`src/rtl/register_32bit_pkg.sv`:
```
// Shared width, word type and reset constant for the register-file data registers.
package register_32bit_pkg;
   localparam int REG_WIDTH = 32;
   typedef logic [REG_WIDTH-1:0] word_t;
   localparam word_t REG_RESET_VALUE = '0;
endpackage

```
`src/rtl/register_32bit_en_bit.sv`:
```
// dff_en_bit: one-bit enable flop with asynchronous active-high reset and per-bit reset value.
module dff_en_bit #(
   parameter logic RESET_BIT = 1'b0
) (
   input  logic clk,
   input  logic reset,
   input  logic en,
   input  logic d,
   output logic q
);

   // Bit storage: reset wins, otherwise capture d when enabled.
   always_ff @(posedge clk or posedge reset) begin
      if (reset) begin
         q <= RESET_BIT;
      end else if (en) begin
         q <= d;
      end else begin
         q <= q;
      end
   end

endmodule

```
`src/rtl/register_32bit_en.sv`:
```
// 32-bit write-enable data register built from independent one-bit flops.
// Optional stored even parity bit when REG32_PARITY_EN is defined.
module register_32bit_en
   import register_32bit_pkg::*;
#(
   parameter int               WIDTH       = REG_WIDTH,
   parameter logic [WIDTH-1:0] RESET_VALUE = WIDTH'(REG_RESET_VALUE)
) (
   input  logic             clk,
   input  logic             reset,
   input  logic [WIDTH-1:0] newdata,
   input  logic             en,
   output logic [WIDTH-1:0] out
`ifdef REG32_PARITY_EN
   ,
   output logic             parity_out
`endif
);

   for (genvar i = 0; i < WIDTH; i++) begin : g_bit
      dff_en_bit #(
         .RESET_BIT (RESET_VALUE[i])
      ) u_bit (
         .clk   (clk),
         .reset (reset),
         .en    (en),
         .d     (newdata[i]),
         .q     (out[i])
      );
   end

`ifdef REG32_PARITY_EN
   function automatic logic parity_of(input logic [WIDTH-1:0] w);
      return ^w;
   endfunction

   logic parity_s;

   // Parity of the incoming word, captured on the same edge as the data.
   always_comb begin
      parity_s = parity_of(newdata);
   end

   dff_en_bit #(
      .RESET_BIT (parity_of(RESET_VALUE))
   ) u_parity (
      .clk   (clk),
      .reset (reset),
      .en    (en),
      .d     (parity_s),
      .q     (parity_out)
   );
`endif

endmodule

```
`config.mk`:
```
export PLATFORM = sky130hd
export DESIGN_NAME = register_32bit_en
export DESIGN_NICKNAME = d
export VERILOG_FILES = /design/src/rtl/register_32bit_pkg.sv /design/src/rtl/register_32bit_en_bit.sv /design/src/rtl/register_32bit_en.sv
export SDC_FILE = /design/constraint.sdc
export NUM_CORES = 1
export LEC_CHECK = 0
export ABC_CLOCK_PERIOD_IN_PS = 1000
export BUFFER_PORTS_ARGS = -buffer_cell sky130_fd_sc_hd__buf_2
export CAP_MARGIN = 40
export CORE_MARGIN = 4
export CORE_UTILIZATION = 47
export CTS_BUF_LIST = sky130_fd_sc_hd__clkbuf_16
export DETAILED_ROUTE_END_ITERATION = 10
export GPL_ROUTABILITY_DRIVEN = 1
export HOLD_SLACK_MARGIN = 0.06
export PLACE_DENSITY = 0.82
export SKIP_CTS_REPAIR_TIMING = 1
export SYNTH_ARGS = -nofsm -noshare
export SYNTH_HDL_FRONTEND = slang
export SYNTH_SLANG_ARGS = --single-unit
```
`constraint.sdc`:
```
create_clock -name clk -period 1 [get_ports clk]
set_input_delay 0.2 -clock clk [delete_from_list [all_inputs] [get_ports clk]]
set_output_delay 0.2 -clock clk [all_outputs]
set_load 0.02 [all_outputs]
```
# [After elaboration in Yosys (flattened, before gate mapping)]
# Cells that the tools add are included.
[totals] ff_bits=32 in_bits=35 output_inout_bits=32

# [Logic depth before layout (Yosys ltp)]
# Gate-level depths: netlist of run 1.
[depth] depth_word=0 depth_mapped=3

# [Cells and area by module]
# A second synthesis of run 1 with hierarchy kept.
[hier_totals] hier_cells=96 area_unflattened_um2=1401.3
[by_module_without_submodules] module="dff_en_bit" n_inst=32 cells_per_inst=3 area_per_inst_um2=43.8 seq_area_each_um2=25.0

# [Least setup slack after synthesis of run 1]
# Ideal clock, no wire load.
[synth_timing] path_type="input -> register" start="in en" end="reg g_bit[0].u_bit.q" setup_ps=125 t_arrival_ps=742 required_ps=875 slack_ps=133 cell_stages=3 path_buffers=2 path_cell_list="buf_6 -> buf_12 -> mux2_4"
[synth_rtl] element="from (decl)" line="register_32bit_en.sv:12" rtl="input logic en,"
[synth_rtl] element="to (signal assigned)" line="register_32bit_en_bit.sv:19" rtl="q <= q;"
[synth_rtl] element="to (decl)" line="register_32bit_en_bit.sv:9" rtl="output logic q"
# No word-level cell between the ends.

# [Final worst setup path of run 1]
[layout_timing] start="reg g_bit[25].u_bit.q" end="out out[25]"
[layout_rtl] element="from (decl)" line="register_32bit_en_bit.sv:9"
[layout_rtl] element="from (signal assigned)" line="register_32bit_en_bit.sv:19"
[layout_rtl] element="to (decl)" line="register_32bit_en.sv:13" rtl="output logic [WIDTH-1:0] out"
# No word-level cell between the ends.

==> out/metrics.yaml, run 1 <==
logic_synthesis:
  synthDominantCellAreaShare: 0.5039
  netlist-cell-type-count: 7
  synth.cell_area_um2: 1589
  post_synth_and_or_nand_nor_area_fraction: 0
  post_synth_inst_count: 101
  share_of_synthesized_area_spent_on_multiplexers: 0.2976
  synth_xor_xnor_area_share: 0
  post_synth_most_frequent_cells: "sky130_fd_sc_hd__buf_4, sky130_fd_sc_hd__dfrtp_1, sky130_fd_sc_hd__mux2_4, sky130_fd_sc_hd__buf_12, sky130_fd_sc_hd__mux2_2"
  yosysWarningCount: 0
  yosys.area.top_type: "sky130_fd_sc_hd__dfrtp_1"
  synth_sequential_area_ratio: 0.5039
  synth-adder-area-share: 0
  netlist_top_cells_area: "sky130_fd_sc_hd__dfrtp_1, sky130_fd_sc_hd__mux2_4, sky130_fd_sc_hd__buf_4"
  synth-compound-area-share: 0
  average_size_of_a_mapped_cell_um2: 15.73
  async_flop_share: 1.000
  dominantRegCellSynth: "sky130_fd_sc_hd__dfrtp_1"
  ys_seq_elements: 32
  synth_top_family_by_area: "multiplexers"
  synth_enable_flop_cells: 0
  mappedNetlistNets: 136
power:
  cellInternalPower_mw: 2.918
  share_comb_of_total_power: 0.254
  powerDensity_nw_per_um2: 1707
  swShare: 0.2372
  design_power_total_mw: 3.825
  max-vdd-ir-drop_mv: 0.9331
  total_leakage_power_nw: 1.174
  pwr-share-clk: 0.346
  total_switching_power_mw: 0.9072
  power.share.sequential: 0.400
timing:
  maxClockFrequency_mhz: 1002
  clock-skew-final_ns: 0
  finalMaxSlewViolations: 0
  rsz0062_at_grt: "yes"
  timing.final.hold_violations: 0
  timing_worst_slew_pin_value_ns: 0.2334
  timing.max_slew.rel_slack: 0.8444
  setup_failing_eps_final: 0
  post_layout_minimum_cycle_time_ns: 0.9985
  period_share: 0.9985
  holdWs_ns: 0.1664
  totalNegativeSetupSlack_ns: 0
  postLayoutSetupSlackWorst_ns: 0.001514
global_routing:
  gr-total-overflow: 0
  grt_start_max_net_pins: 21
  grt_pass1_vias: 939
  grt_pass1_wl_um: 4402
  aggregate_global_route_resource_usage: 0.1346
  initial_antenna_violation_count: 0
place:
  globalplace.congestion: 0.6377
  detailedPlace.worstSlack_ns: -0.01295
  placed_area_um2: 1725
  detailed_place_hpwl_um: 2138
  io_buffers: 66
  post-place-cells: 180
outcome:
  run_status: "complete, no violations"
clock_network:
  clk_pin_slew_worst_paths_ns: 0.05
  cts_inserted_buffers: 5
  cts_num_sinks: 32
  cts_tree: "yes"
  clock_latency_ns: 0.26
  htreeDepth: 2
  maximum_clock_insertion_buffer_count: 2
  clockRootBuffer: "sky130_fd_sc_hd__clkbuf_16"
die:
  start_util: 0.5040
  std_cell_rows: 20
  total_die_area_um2: 4375
  die_y_um: 66.15
  core_region_area_um2: 3153
  design.portCount: 67
  floorplan.die.width_um: 66.15
finish:
  utilization: 0.7107
  finalInstanceArea_um2: 2241
  filler_cell_count: 217
  area_delta_synth_final_pct: 41.02
  diodes: 0
  final_net_count: 202
  final_layout_size_suffix_gt1_frac: 0.7844
  largest_register_ff_count: 32
  seqCellArea_um2: 800.8
  fin_cells: 211
  registers.top_by_ff_count: "g_bit.u_bit.q"
  biggestRegsByFlops: "g_bit.u_bit.q x32"
  multi_input_comb_area_um2: 473.0
detailed_routing:
  num_vias: 920
  drt_wl_total_um: 3016
  antenna_left: 0
  post-route-drc-count: 0
  wire_per_inst_um: 14.29
  dr.pass1.iters: 4
  post_drt_via_cell_ratio: 4.360
  drt_iter0_drc: 15
worst_setup_path:
  crit_arrival_ns: 0.80
  critical_path.max_fanout: 2
  crit_chain: "buf_6"
  path_delay_family: "flip-flops"
  critPathMaxStageDelay_ns: 0.40
  capturing_element_type_of_the_critical_path: "primary output"
  category_of_the_most_critical_setup_path: "flip-flop to primary output"
  critical_path_buf_inv_count: 1
  cp_data_required_time_ns: 0.80
  worstSetupStartpointType: "flip-flop"
  cp_slowest_cell: "sky130_fd_sc_hd__dfrtp_1"
min_path:
  hp-class: "primary input to flip-flop"
flow_run:
  timing.max_cap.violations: 0
-- final cells by class --
class                   count  share of cell area
well taps                  44             0.02457
flip-flops and latches     32              0.3573
multi-input cells          32              0.2111
clock buffers               5             0.05583
inverters                   1            0.001675
repair buffers             95              0.3462
clock inverters             2            0.003350
-- power by group through the flow --
stage / sequential [mW] / clock [mW] / combinational [mW]
6_report: 1.53 / 1.32 / 0.973
5_1_grt: 1.54 / 1.44 / 1.03
4_1_cts: 1.50 / 1.37 / 0.686
3_5_place_dp: 1.52 / 0 / 0.685
3_3_place_gp: 1.51 / 0 / 0.666
2_1_floorplan: 1.50 / 0 / 0.649
-- cell usage in the layout, fill, tap and decap left out, drive strengths merged --
cell,Yosys,final
buf,36,94
clkbuf,0,5
clkinv,0,2
dfrtp,32,32
dlygate4sd3,0,1
inv,1,1
mux2,32,32
-- final timing paths --
path	from	to	slack, ns	depth (start not counted)
max reg2reg	g_bit[29].u_bit.q$_DFFE_PP0P_	g_bit[29].u_bit.q$_DFFE_PP0P_	0.08	2
max	g_bit[25].u_bit.q$_DFFE_PP0P_	out[25]	0.002	1
min reg2reg	g_bit[16].u_bit.q$_DFFE_PP0P_	g_bit[16].u_bit.q$_DFFE_PP0P_	0.54	1
max in group asynchronous	reset	g_bit[6].u_bit.q$_DFFE_PP0P_	0.26	4
min	newdata[18]	g_bit[18].u_bit.q$_DFFE_PP0P_	0.17	2
min in group asynchronous	reset	g_bit[16].u_bit.q$_DFFE_PP0P_	0.52	4
-- cells by family (layout without fill, tap and decap cells) --
kind of cell,after synthesis,in the layout
buffers and inverters,37,103
multiplexers,32,32
flip-flops,32,32
-- per-layer routing --
metal,up-vias,wire length (um),track usage
met5,-,0,0
met4,0,19,0.05330
met3,2,234,0.04932
met2,41,1607,0.2218
met1,446,1156,0.1582
li1,431,-,-
Power figures use the tool's default switching activity.
==> run 2: changes to the inputs <==
--- a/config.mk
+++ b/config.mk
@@ -5,7 +5,7 @@
 export SDC_FILE = /design/constraint.sdc
 export NUM_CORES = 1
 export LEC_CHECK = 0
-export ABC_CLOCK_PERIOD_IN_PS = 1000
+export ABC_CLOCK_PERIOD_IN_PS = 1100
 export BUFFER_PORTS_ARGS = -buffer_cell sky130_fd_sc_hd__buf_2
 export CAP_MARGIN = 40
 export CORE_MARGIN = 4
@@ -14,7 +14,7 @@
 export DETAILED_ROUTE_END_ITERATION = 10
 export GPL_ROUTABILITY_DRIVEN = 1
 export HOLD_SLACK_MARGIN = 0.06
-export PLACE_DENSITY = 0.82
+export PLACE_DENSITY = 0.77
 export SKIP_CTS_REPAIR_TIMING = 1
 export SYNTH_ARGS = -nofsm -noshare
 export SYNTH_HDL_FRONTEND = slang
==> constraint.sdc (replaced) <==
create_clock -name clk -period 1.1 [get_ports clk]
set_input_delay 0.22 -clock clk [delete_from_list [all_inputs] [get_ports clk]]
set_output_delay 0.22 -clock clk [all_outputs]
set_load 0.02 [all_outputs]
==> run 2 against run 1 <==
Compared with the run above: utilization down 12 points; register-to-register slack better by 0.25 ns; sequential power down 11%; largest power group unchanged; die area unchanged; highest routed layer unchanged; non-clock buffer count down 24; final area down 17%; clock power down 5%; setup slack better by 0.061 ns.
==> out/metrics.yaml, run 2 (same netlist as run 1, synthesis figures left out) <==
outcome:
  run_status: "complete, no violations"
die:
  total_die_area_um2: 4375  # unchanged
  core_region_area_um2: 3153  # unchanged
  die_y_um: 66.15  # unchanged
  std_cell_rows: 20  # unchanged
  floorplan.die.width_um: 66.15  # unchanged
  design.portCount: 67  # unchanged
  start_util: 0.5040  # unchanged
worst_setup_path:
  crit_chain: "buf_2"
  worstSetupStartpointType: "flip-flop"
  crit_arrival_ns: 0.82  # +0.02 ns
  path_delay_family: "flip-flops"
  critical_path.max_fanout: 2  # unchanged
  critPathMaxStageDelay_ns: 0.39  # about the same
  capturing_element_type_of_the_critical_path: "primary output"
  cp_data_required_time_ns: 0.88  # +0.08 ns
  critical_path_buf_inv_count: 1  # unchanged
  cp_slowest_cell: "sky130_fd_sc_hd__dfrtp_1"
  category_of_the_most_critical_setup_path: "flip-flop to primary output"
finish:
  final_layout_size_suffix_gt1_frac: 0.7569  # -0.02749
  multi_input_comb_area_um2: 473.0  # unchanged
  biggestRegsByFlops: "g_bit.u_bit.q x32"
  final_net_count: 178  # -12%
  filler_cell_count: 258  # +19%
  area_delta_synth_final_pct: 17.48
  registers.top_by_ff_count: "g_bit.u_bit.q"
  final_cell_mix: "sky130_fd_sc_hd__buf_2, sky130_fd_sc_hd__dfrtp_1, sky130_fd_sc_hd__mux2_4"
  most_frequent_standard_cell_in_the_layout_excluding_fill_and_tap_cells: "sky130_fd_sc_hd__buf_2"
  diodes: 0  # unchanged
  largest_register_ff_count: 32  # unchanged
  seqCellArea_um2: 800.8  # unchanged
place:
  detailed_place_hpwl_um: 2065  # -3.4%
  globalplace.congestion: 0.6643  # +4.2%
  io_buffers: 66  # unchanged
flow_run:
  timing.max_cap.violations: 0  # unchanged
detailed_routing:
  top_layer_used: "met4"
  wire_per_inst_um: 14.27  # -0.16%
  met3_length_um: 176  # -25%
  met2WireLength_um: 1395  # -13%
  antenna_left: 0  # unchanged
  detail_route.wirelength.met1_um: 1081  # -6.5%
  drt_iter0_drc: 24  # +9
  num_vias: 832  # -9.6%
  post-route-drc-count: 0  # unchanged
  post_drt_via_cell_ratio: 4.426  # +1.5%
  dr.pass1.iters: 2  # -2
  drt_wl_total_um: 2683  # -11%
timing:
  timing.final.hold_violations: 0  # unchanged
  clock-skew-final_ns: 0  # unchanged
  timing.max_slew.rel_slack: 0.8604  # +0.01602
  finalMaxSlewViolations: 0  # unchanged
  setup_failing_eps_final: 0  # unchanged
  period_share: 0.9429
  post_layout_minimum_cycle_time_ns: 1.037
  rsz0062_at_grt: "no"
  totalNegativeSetupSlack_ns: 0  # unchanged
  maxClockFrequency_mhz: 964.1
  timing_worst_slew_pin_value_ns: 0.2093  # -0.02402 ns
power:
  powerDensity_nw_per_um2: 1728  # +1.2%
  total_leakage_power_nw: 0.9977  # -15%
  design_power_total_mw: 3.225  # -16%
  max-vdd-ir-drop_mv: 0.9295  # -0.39%
global_routing:
  grt_pass1_wl_um: 4229  # -3.9%
  aggregate_global_route_resource_usage: 0.1327  # -0.001875
  grt_pass1_vias: 877  # -6.6%
  gr-total-overflow: 0  # unchanged
  grt_start_max_net_pins: 21  # unchanged
  initial_antenna_violation_count: 0  # unchanged
clock_network:
  cts_inserted_buffers: 5  # unchanged
  clock_latency_ns: 0.27  # about the same
  clockRootBuffer: "sky130_fd_sc_hd__clkbuf_16"
  htreeDepth: 2  # unchanged
  maximum_clock_insertion_buffer_count: 2  # unchanged
  cts_tree: "yes"
  cts_num_sinks: 32  # unchanged
  clk_pin_slew_worst_paths_ns: 0.05  # about the same
min_path:
  hp-class: "primary input to flip-flop"
-- run 2: changes by cell type in the layout (fill, tap and decap cells not counted) --
cell	delta
sky130_fd_sc_hd__buf_2	+32
sky130_fd_sc_hd__buf_4	-24
sky130_fd_sc_hd__buf_6	-32
sky130_fd_sc_hd__clkinv_1	-1
sky130_fd_sc_hd__clkinv_2	+2
-- run 2: where the power goes --
part | internal [mW] | switching, mW
clock network | 0.818 | 0.430
logic | 0.312 | 0.302
registers | 1.30 | 0.0645
-- run 2: worst paths after layout --
check / from / endpoint / slack (ns) / depth (start not counted)
hold / removal: newdata[9] / g_bit[9].u_bit.q$_DFFE_PP0P_ / 0.18 / 2
setup / recovery: g_bit[16].u_bit.q$_DFFE_PP0P_ / out[16] / 0.06 / 1
setup reg to reg: g_bit[16].u_bit.q$_DFFE_PP0P_ / g_bit[16].u_bit.q$_DFFE_PP0P_ / 0.33 / 1
min in group asynchronous: reset / g_bit[2].u_bit.q$_DFFE_PP0P_ / 0.54 / 4
hold reg to reg: g_bit[27].u_bit.q$_DFFE_PP0P_ / g_bit[27].u_bit.q$_DFFE_PP0P_ / 0.50 / 1
max in group asynchronous: reset / g_bit[1].u_bit.q$_DFFE_PP0P_ / 0.37 / 4
-- run 2: through the flow --
stage / hold WS, ns / setup slack, ns / instances / area [um2] / util
2_1_floorplan: 0.3362 / 0.1892 / 101 / 1589 / -
3_3_place_gp: 0.2518 / 0.1127 / 179 / 1718 / 0.5448
3_5_place_dp: 0.2684 / 0.08845 / 179 / 1718 / 0.5448
4_1_cts: -0.01196 / 0.05325 / 187 / 1857 / 0.5889
5_1_grt: 0.1700 / 0.03015 / 188 / 1867 / 0.5921
6_report: 0.1811 / 0.06280 / 188 / 1867 / 0.5921
-- run 2: cell type report --
class,instances,share of cell area
Clock buffer,5,0.06702
Clock inverter,3,0.007373
Inverter,1,0.002011
Multi-Input combinational cell,32,0.2534
Sequential cell,32,0.4290
Timing Repair Buffer,71,0.2118
Tap cell,44,0.02949
-- run 2: layer usage --
metal / vias to the layer above / global-route usage
met4: 0 / 0.05330
met2: 34 / 0.2144
met5: - / 0
met1: 411 / 0.1556
met3: 2 / 0.05442
li1: 385 / -
